### config.mk
export PLATFORM = sky130hd
export DESIGN_NAME = offset_gen_pipe_flat
export DESIGN_NICKNAME = d
export VERILOG_FILES = /design/src/rtl/offset_gen_pkg.sv /design/src/rtl/offset_gen_pipe_if.sv /design/src/rtl/lead_one_enc.sv /design/src/rtl/offset_gen_pipe.sv /design/src/flat_wrapper.sv
export SDC_FILE = /design/constraint.sdc
export NUM_CORES = 2
export LEC_CHECK = 0
export CORE_MARGIN = 2
export CORE_UTILIZATION = 58
export CTS_CLUSTER_DIAMETER = 50
export DETAILED_ROUTE_END_ITERATION = 12
export HOLD_SLACK_MARGIN = 0.05
export PLACE_DENSITY = 0.74
export SYNTH_ARGS = -nofsm -noshare
export SYNTH_HDL_FRONTEND = slang
export SYNTH_SLANG_ARGS = --single-unit
export TNS_END_PERCENT = 50
### constraint.sdc
create_clock -name clk -period 4.7 [get_ports clk]
set_input_delay 0.705 -clock clk [delete_from_list [all_inputs] [get_ports clk]]
set_output_delay 0.705 -clock clk [all_outputs]
set_load 0.02 [all_outputs]
### src/rtl/offset_gen_pkg.sv
// rtl/offset_gen_pkg.sv - shared types and constant functions for offset_gen_pipe
// Contents: mode_e beat mode, ln2_q(), log_zero(), lut_default().
package offset_gen_pkg;

  typedef enum logic [1:0] {
    MODE_GEMM = 2'b00,
    MODE_DIV  = 2'b01,
    MODE_EXP  = 2'b10,
    MODE_LOG  = 2'b11
  } mode_e;

  // ln2 scaled by 2^32, rounded to nearest; lets ln2_q() stay pure integer math.
  localparam logic [63:0] LN2_Q32 = 64'd2977044472;

  // round(ln2 * 2^fra_bw), valid for fra_bw in 1..31.
  function automatic longint ln2_q(input int fra_bw);
    logic [63:0] r;
    r = (LN2_Q32 + (64'd1 << (31 - fra_bw))) >> (32 - fra_bw);
    return longint'(r);
  endfunction

  // Most-negative value of an acc_bw-bit signed word, sign-extended to 64 bits.
  function automatic longint log_zero(input int acc_bw);
    return -(longint'(1) << (acc_bw - 1));
  endfunction

  // Default table entry k: (k - fra_bw) * ln2 in the fixed-point format.
  function automatic longint lut_default(input int k, input int fra_bw);
    return longint'(k - fra_bw) * ln2_q(fra_bw);
  endfunction

endpackage

### src/rtl/offset_gen_pipe_if.sv
// rtl/offset_gen_pipe_if.sv - beat handshake bundle for offset_gen_pipe
// Signals: mode_i/in_valid_i/x_i/in_ready_o (input beat), out_valid_o/out_ready_i/offset_o (output beat).
// slave = the offset generator, master = the producer/consumer side.
interface offset_gen_pipe_if #(
  parameter int LANES  = 4,
  parameter int MUL_BW = 16,
  parameter int ACC_BW = 32
);
  logic [1:0]              mode_i;
  logic                    in_valid_i;
  logic                    in_ready_o;
  logic [LANES*MUL_BW-1:0] x_i;
  logic                    out_valid_o;
  logic                    out_ready_i;
  logic [LANES*ACC_BW-1:0] offset_o;

  modport slave (
    input  mode_i, in_valid_i, x_i, out_ready_i,
    output in_ready_o, out_valid_o, offset_o
  );

  modport master (
    output mode_i, in_valid_i, x_i, out_ready_i,
    input  in_ready_o, out_valid_o, offset_o
  );
endinterface

### src/rtl/lead_one_enc.sv
// rtl/lead_one_enc.sv - leading-one index and non-positive flag of a signed word
// Ports: x_i (W, signed operand), idx_o (clog2(W), leading-one position 0..W-2),
//        nonpos_o (1, x_i <= 0; idx_o is meaningless when set).
module lead_one_enc #(
  parameter int W = 16
) (
  input  logic [W-1:0]         x_i,
  output logic [$clog2(W)-1:0] idx_o,
  output logic                 nonpos_o
);
  localparam int IW = $clog2(W);

  always_comb begin
    idx_o = '0;
    // Ascending scan: the last hit is the highest set magnitude bit.
    for (int i = 0; i < W - 1; i++) begin
      if (x_i[i]) idx_o = i[IW-1:0];
    end
    nonpos_o = x_i[W-1] | (x_i == '0);
  end
endmodule

### src/rtl/offset_gen_pipe.sv
// rtl/offset_gen_pipe.sv - two-stage multi-lane log-mode offset generator
// Ports: clk, rst_n (async active-low); bus (slave: mode_i, in_valid_i, x_i, in_ready_o,
//        out_valid_o, out_ready_i, offset_o); cfg_we_i/cfg_addr_i/cfg_data_i (LUT write);
//        err_zero_o (sticky log-domain error), clr_err_i (clear it).
module offset_gen_pipe
  import offset_gen_pkg::*;
#(
  parameter int INT_BW = 5,
  parameter int FRA_BW = 10,
  parameter int MUL_BW = 16,
  parameter int ACC_BW = 32,
  parameter int LANES  = 4
) (
  input  logic                      clk,
  input  logic                      rst_n,
  offset_gen_pipe_if.slave          bus,
  input  logic                      cfg_we_i,
  input  logic [$clog2(MUL_BW)-1:0] cfg_addr_i,
  input  logic [ACC_BW-1:0]         cfg_data_i,
  output logic                      err_zero_o,
  input  logic                      clr_err_i
);
  localparam int AW    = $clog2(MUL_BW);
  localparam int LUT_N = MUL_BW - 1;
  localparam logic [AW-1:0]     LUT_LAST = AW'(LUT_N - 1);
  localparam logic [63:0]       LOG_ZERO_W = 64'(log_zero(ACC_BW));
  localparam logic [ACC_BW-1:0] LOG_ZERO = LOG_ZERO_W[ACC_BW-1:0];

  // Operand is sign + INT_BW + FRA_BW; the table indexing assumes that layout.
  if (MUL_BW != 1 + INT_BW + FRA_BW) begin : g_fmt_check
    $error("offset_gen_pipe: MUL_BW must equal 1 + INT_BW + FRA_BW");
  end

  function automatic logic [ACC_BW-1:0] lut_rst(input int k);
    logic [63:0] v;
    v = 64'(lut_default(k, FRA_BW));
    return v[ACC_BW-1:0];
  endfunction

  logic [AW-1:0]           lane_idx [LANES];
  logic [LANES-1:0]        lane_nonpos;

  logic                    s1_valid_q, s1_valid_d;
  mode_e                   s1_mode_q, s1_mode_d;
  logic [AW-1:0]           s1_idx_q [LANES];
  logic [AW-1:0]           s1_idx_d [LANES];
  logic [LANES-1:0]        s1_nonpos_q, s1_nonpos_d;
  logic                    out_valid_q, out_valid_d;
  logic [LANES*ACC_BW-1:0] offset_q, offset_d;
  logic                    err_q, err_d;
  logic [ACC_BW-1:0]       lut_q [LUT_N];
  logic [ACC_BW-1:0]       lut_d [LUT_N];

  logic s1_adv, accept, err_set;

  for (genvar l = 0; l < LANES; l++) begin : g_lane
    lead_one_enc #(.W(MUL_BW)) u_enc (
      .x_i      (bus.x_i[l*MUL_BW +: MUL_BW]),
      .idx_o    (lane_idx[l]),
      .nonpos_o (lane_nonpos[l])
    );
  end

  // Stage 1 may move whenever stage 2 is empty or its beat is leaving this cycle.
  assign s1_adv  = ~out_valid_q | bus.out_ready_i;
  assign accept  = bus.in_valid_i & bus.in_ready_o;
  assign err_set = s1_adv & s1_valid_q & (s1_mode_q == MODE_LOG) & (|s1_nonpos_q);

  assign bus.in_ready_o  = ~s1_valid_q | s1_adv;
  assign bus.out_valid_o = out_valid_q;
  assign bus.offset_o    = offset_q;
  assign err_zero_o      = err_q;

  always_comb begin
    s1_valid_d  = s1_valid_q;
    s1_mode_d   = s1_mode_q;
    s1_idx_d    = s1_idx_q;
    s1_nonpos_d = s1_nonpos_q;
    out_valid_d = out_valid_q;
    offset_d    = offset_q;
    err_d       = err_q;
    lut_d       = lut_q;

    if (s1_adv) begin
      out_valid_d = s1_valid_q;
      s1_valid_d  = 1'b0;
      // LUT is read from the current flops, so a same-cycle write is not seen here.
      if (s1_valid_q) begin
        for (int l = 0; l < LANES; l++) begin
          if (s1_mode_q != MODE_LOG)  offset_d[l*ACC_BW +: ACC_BW] = '0;
          else if (s1_nonpos_q[l])    offset_d[l*ACC_BW +: ACC_BW] = LOG_ZERO;
          else                        offset_d[l*ACC_BW +: ACC_BW] = lut_q[s1_idx_q[l]];
        end
      end
    end

    if (accept) begin
      s1_valid_d  = 1'b1;
      s1_mode_d   = mode_e'(bus.mode_i);
      s1_idx_d    = lane_idx;
      s1_nonpos_d = lane_nonpos;
    end

    if (err_set)        err_d = 1'b1;
    else if (clr_err_i) err_d = 1'b0;

    if (cfg_we_i && (cfg_addr_i <= LUT_LAST)) lut_d[cfg_addr_i] = cfg_data_i;
  end

  always_ff @(posedge clk or negedge rst_n) begin
    if (!rst_n) begin
      s1_valid_q  <= 1'b0;
      s1_mode_q   <= MODE_GEMM;
      s1_nonpos_q <= '0;
      out_valid_q <= 1'b0;
      offset_q    <= '0;
      err_q       <= 1'b0;
      for (int l = 0; l < LANES; l++) s1_idx_q[l] <= '0;
      for (int k = 0; k < LUT_N; k++) lut_q[k] <= lut_rst(k);
    end else begin
      s1_valid_q  <= s1_valid_d;
      s1_mode_q   <= s1_mode_d;
      s1_idx_q    <= s1_idx_d;
      s1_nonpos_q <= s1_nonpos_d;
      out_valid_q <= out_valid_d;
      offset_q    <= offset_d;
      err_q       <= err_d;
      lut_q       <= lut_d;
    end
  end
endmodule

### src/flat_wrapper.sv
// flat-port wrapper written by rule: the top's interface ports become plain ports
module offset_gen_pipe_flat import offset_gen_pkg::*;
#(
  parameter int INT_BW = 5,
  parameter int FRA_BW = 10,
  parameter int MUL_BW = 16,
  parameter int ACC_BW = 32,
  parameter int LANES  = 4
)
  (clk, rst_n, cfg_we_i, cfg_addr_i, cfg_data_i, err_zero_o, clr_err_i, bus_mode_i, bus_in_valid_i, bus_x_i, bus_out_ready_i, bus_in_ready_o, bus_out_valid_o, bus_offset_o);
  offset_gen_pipe_if #(.LANES(LANES), .MUL_BW(MUL_BW), .ACC_BW(ACC_BW)) bus_i ();
  input  logic clk;
  input  logic rst_n;
  input  logic cfg_we_i;
  input  logic [$clog2(MUL_BW)-1:0] cfg_addr_i;
  input  logic [ACC_BW-1:0] cfg_data_i;
  output logic err_zero_o;
  input  logic clr_err_i;
  input wire logic [$bits(bus_i.mode_i)-1:0] bus_mode_i;
  input wire logic [$bits(bus_i.in_valid_i)-1:0] bus_in_valid_i;
  input wire logic [$bits(bus_i.x_i)-1:0] bus_x_i;
  input wire logic [$bits(bus_i.out_ready_i)-1:0] bus_out_ready_i;
  output wire logic [$bits(bus_i.in_ready_o)-1:0] bus_in_ready_o;
  output wire logic [$bits(bus_i.out_valid_o)-1:0] bus_out_valid_o;
  output wire logic [$bits(bus_i.offset_o)-1:0] bus_offset_o;
  assign bus_i.mode_i = bus_mode_i;
  assign bus_i.in_valid_i = bus_in_valid_i;
  assign bus_i.x_i = bus_x_i;
  assign bus_i.out_ready_i = bus_out_ready_i;
  assign bus_in_ready_o = bus_i.in_ready_o;
  assign bus_out_valid_o = bus_i.out_valid_o;
  assign bus_offset_o = bus_i.offset_o;
  offset_gen_pipe #(.INT_BW(INT_BW), .FRA_BW(FRA_BW), .MUL_BW(MUL_BW), .ACC_BW(ACC_BW), .LANES(LANES)) u_core (.clk(clk), .rst_n(rst_n), .bus(bus_i), .cfg_we_i(cfg_we_i), .cfg_addr_i(cfg_addr_i), .cfg_data_i(cfg_data_i), .err_zero_o(err_zero_o), .clr_err_i(clr_err_i));
endmodule
Word level (Yosys, flattened, before mapping)

Cells that the tools add are included.

Magnitude comparators: 7
Eq/ne operators: 2
Muxes and demuxes: 83
Bitwise gates (word level): 17
Reductions and logical operators: 10

Operators by type and width:

| cell                                                                  | count |
|---|---|
| 32-bit 2-to-1 mux                                                     | 17 |
| 32-bit binary-select mux with 4-bit select                            | 4 |
| 480-bit bitwise mux                                                   | 1 |
| 4-bit 2-to-1 mux                                                      | 52 |
| 32-bit demux with 4-bit select                                        | 1 |
| 16-bit logical NOT                                                    | 4 |
| 5-bit greater-or-equal comparator (second input constant)             | 5 |
| 4-bit NOT with 5-bit output                                           | 5 |
| 1-bit 2-to-1 mux                                                      | 8 |
| 1-bit bitwise OR                                                      | 6 |
| 5-bit by 1-bit < comparator with 1-bit output (second input constant) | 1 |
| 1-bit AND                                                             | 4 |
| 4-bit <= comparator (second input constant)                           | 1 |
| 2-bit nonzero test                                                    | 2 |
| 4-bit OR reduction                                                    | 1 |
| 2-bit == test (second input constant)                                 | 1 |
| 1-bit logical AND                                                     | 2 |
| 2-bit inequality test (second input constant)                         | 1 |
| 1-bit NOT                                                             | 2 |
| 2-bit AND reduction                                                   | 1 |

Bits in registers: 633
Bits of input ports: 108
Output and inout bits: 131
Logic and storage cells: 144

Depth between registers and ports, before layout

Depth in word-level cells: 14
Gate-level depth with buffers: 8
Depth with buffers taken out: 5

By module

A second synthesis with hierarchy kept.

Cells, all modules: 3,090
Area, all modules: 39,973.3 um2

By module, submodules not included:

| module          | times used | cells each | area each (um2) | seq. area each (um2) |
|---|---|---|---|---|
| offset_gen_pipe | 1          | 2,986      | 39,347.7        | 16,178.0 |
| lead_one_enc    | 4          | 26         | 156.4           | 0.0 |

Worst setup path after synthesis

No wires, ideal clock.

Path type: input port to flip-flop
From: input bus_out_ready_i
To: register u_core.s1_nonpos_q[1]
Library setup time: 0.136 ns
Arrival: 1.844 ns
Required time: 4.564 ns
Slack: 2.720 ns
Cell stages on the path: 5
Path buffers: 2
Cells stage by stage: nand3b_1 > nand2_1 > clkbuf_1 > clkbuf_1 > o21ai_0

Word-level cells in the longest chain between the ends: 3

RTL lines:

| what                   | line                   | RTL |
|---|---|---|
| start: declaration     | flat_wrapper.sv:22     | `input wire logic [$bits(bus_i.out_ready_i)-1:0] bus_out_ready_i;` |
| 1-bit bitwise OR       | offset_gen_pipe.sv:65  | `assign s1_adv = ~out_valid_q \| bus.out_ready_i;` |
| 1-bit bitwise OR       | offset_gen_pipe.sv:69  | `assign bus.in_ready_o = ~s1_valid_q \| s1_adv;` |
| 1-bit AND              | offset_gen_pipe.sv:66  | `assign accept = bus.in_valid_i & bus.in_ready_o;` |
| end signal: assignment | offset_gen_pipe.sv:124 | `s1_nonpos_q <= s1_nonpos_d;` |
| end: declaration       | offset_gen_pipe.sv:47  | `logic [LANES-1:0] s1_nonpos_q, s1_nonpos_d;` |

No other way between the ends.
A chain may end at the register's enable or synchronous reset.

Final worst setup path

From: input bus_out_ready_i
To: register u_core.offset_q[35], in the netlist u_core.bus.offset_o[35]

Word-level cells in the longest chain between the ends: 2

RTL lines:

| what                                 | line                   | RTL |
|---|---|---|
| 1-bit bitwise OR                     | offset_gen_pipe.sv:65  |  |
| 2-bit AND reduction (no source line) | -                      |  |
| end signal: assignment               | offset_gen_pipe.sv:126 | `offset_q <= offset_d;` |
| end: declaration                     | offset_gen_pipe.sv:49  | `logic [LANES*ACC_BW-1:0] offset_q, offset_d;` |

No other way between the ends.

==> results.md <==
- Status: complete, no violations
- Crit path kind: input pin to register
- Netlist cell types: 45
- Largest net degree at the start of global routing: around 140
- Mux cell area share after synthesis: 41.5%
- Final wirelength: 137 mm
- Yosys top cell area share: ~23%
- Most numerous cell in the Yosys netlist: mux2i_1
- Non-Filler Instances: 4067
- Clock Latency Late Sink: 0.65 ns
- Die Height: ~260 um
- Synth-to-Final Area Change: 14.8%
- Ys flop type: dfrtp_1
- Starting Density: 58.5%
- Routed wl met3: ~17 mm
- Post-synthesis register bit count: 633
- CTS root buf: clkbuf_16
- Overall die width: roughly 260 um
- Synth Area in Adders: 0%
- Largest area contributor in the netlist: dfrtp_1
- Simple-Gate Fraction of Synth Area: 3.25%
- DR WL/cell: 33.6 um
- Sequential share of the synthesized area: 41.2%
- Largest family of logic cells by synthesized area: multiplexers
- Drt drc: 0
- Post-route setup slack: 1.65 ns
- Slew Viols, Final: 0
- WHS Path Cells: 2
- Slew margin rel.: a little under a tenth
- Detailed Routing Iterations Pass 1: 7
- RSZ-0062 raised after global routing: false
- Number of max-cap violations: 0
- Vias per cell: 7.60
- Final ANT Viol Nets: 0
- Layout cells sized above 1: 39.4%
- Initial antenna violation count: 7
- Flop pwr share: 40.7%
- Met2 wire len: 62.3 mm
- Synth async-reset ratio: 100%
- Power Density: 474 nW/um2
- M1 wire length: 50.2 mm
- Total track usage: 38.9%
- Final setup viols: 0
- TritonCTS clock tree: yes
- Setup TNS: 0 ns
- Max frequency: around 330 MHz
- Synth warn: 0
- Core area: 67200 um2
- Max Used Layer: met5
- Post-layout min period: 3.05 ns
- Vias in the first global route: around 32000
- Grt total ovfl: 0
- Worst Max-Slew Pin Slew: about 1.4 ns
- H-tree levels: 3
- Worst-path clk slew: 0.06 ns
- Crit share post-route: between 60% and 70%
- Placed cells: 3906
- GPL Wtd Cong: between 0.9 and 1
- Post-Synth XOR/XNOR Area: 0%
- Cts repair resizes: 0
- Full die area: between 60000 and 70000 um2
- Syn Inst Count: 3046
- Internal power: between 10 and 15 mW
- Combinational power share: 28.4%
- First DRT Iteration DRCs: 4182
- Post-Syn Area: 39300 um2
- First-pass GRT wire length: 204 mm
- Max VDD drop: 0.000317 V
- Worst Hold Class: register to register
- Data required, critical path: between 5 and 6 ns
- Final #Nets: 3228
- Clk_skew: 0.0240 ns
- Syn Nets: approximately 3200
- Sw Share: 33.7%
- Synth Area in Compound Gates: 10.2%
- Ports: 239
- Setup crit end kind: register
- Row count: 95
- Crit path max fanout: 31
- Syn Area/Cell: 12.9 um2
- Reg2Reg Depth: 6
- Worst setup SP type: input pin
- Synth top area cells: dfrtp_1 (23%), dfstp_2 (18%), mux4_2 (15%), mux2_2 (14%), mux2i_1 (13%)
- PortBufs: 238
- Vias: between 30000 and 40000
- Clk pwr share: 30.9%
- Critical Path AT: ~3.6 ns
- Leakage Power: approximately 18 nW
- Max Root-Sink Buffers: 3
- P_sw: 7.21 mW
- Most instantiated cells after synthesis: mux2i_1 (500), mux2_2 (473), dfrtp_1 (363)
- Number of synthesized flops with an enable pin: 0
- Post-DP HPWL: about 80 mm
- Placement Setup Slack: 1.16 ns
- CTS Sinks: 633
- TritonCTS Buffers: 84
- Hold WS: approximately 0.53 ns
- Fin. Hold Viols: 0
[flip-flops by register name, indices dropped and copies added (netlist names)]
register                flops
u_core.bus.offset_o       128
u_core.bus.out_valid_o      1
u_core.err_zero_o           1
u_core.lut_q              480
u_core.s1_idx_q            16
u_core.s1_mode_q            2
u_core.s1_nonpos_q          4
u_core.s1_valid_q           1
[cell type report]
class	count	area, um2
antenna	2	5.00
fill	4677	22100
timing repair buffer	303	3070
clock buffer	111	2370
inverter	9	33.8
sequential	633	16200
tap	873	1090
clock inverter	47	513
multi-input combinational	2089	21800
[critical path, cell delays in order]
cell	delay, ns
clkdlybuf4s50_1	0.47
nand2b_1	0.21
nand4_1	0.42
buf_4	0.34
nor2_4	1.00
a32oi_1	0.27
o21ai_0	0.16
[stage by stage]
step	util (%)	total power [mW]	instance area, um2
6_report	67.1	21.4	45100
5_1_grt	67.1	22.1	45100
2_1_floorplan	-	12.5	39300
3_5_place_dp	62.8	14.6	42200
3_3_place_gp	62.8	14.3	42200
4_1_cts	67.1	21.2	45100
[path summary, 6_finish.rpt]
kind | startpoint | to | slack (ns)
setup / recovery | bus_out_ready_i | u_core.bus.offset_o[35] | 1.65
hold / removal | u_core.err_zero_o | u_core.err_zero_o | 0.53
setup reg to reg | u_core.s1_idx_q[5] | u_core.bus.offset_o[76] | 1.69
hold reg to reg | u_core.err_zero_o | u_core.err_zero_o | 0.53
max in group asynchronous | rst_n | u_core.bus.offset_o[19] | 2.89
min in group asynchronous | rst_n | u_core.s1_nonpos_q[1] | 0.60
[cell usage in the layout, fill, tap and decap left out, types with 10 or more instances in the layout]
master	synthesis	routed
dfrtp_1	363	351
a32oi_1	120	120
dfrtp_4	0	12
nor2_4	0	13
clkbuf_1	152	14
clkinv_2	0	10
mux4_2	260	260
a21oi_1	19	19
mux2i_1	500	500
mux2_2	473	473
nand2b_1	18	14
inv_6	0	10
buf_4	28	49
clkbuf_16	0	87
clkbuf_8	0	10
buf_12	0	15
nand2_1	159	157
nor2_1	45	32
clkdlybuf4s50_1	0	237
nor4_1	17	17
mux2_1	10	10
dfstp_2	270	270
o211ai_1	131	131
nor3_1	10	10
o21ai_0	135	135
a22oi_1	121	121
[timing repair]
action	CTS	global route
hold endpoints to repair	34	0
buffers inserted	0	0
hold buffers	1	0
[power groups by stage]
stage,sequential [mW],combinational (mW),clock (mW)
floorplan,7.96,4.52,0
global placement,8.53,5.77,0
detailed placement,8.65,5.96,0
CTS,8.59,5.99,6.62
global route,8.82,6.39,6.85
finish,8.71,6.07,6.60
[logic make-up after synthesis]
| logic type | count (synthesis) |
|---|---|
| AOI/OAI and AO/OA | 564 |
| buffers and inverters | 324 |
| DFF | 633 |
| muxes | 1243 |
| and+or+nand+nor | 282 |
[per-layer routing]
layer,vias to the layer above,global-route usage (%)
met1,15900,50.6
met2,2361,59.8
met4,8,19.8
li1,12100,-
met5,-,0
met3,563,11.3
No activity file was read; power rests on OpenSTA's default activity.
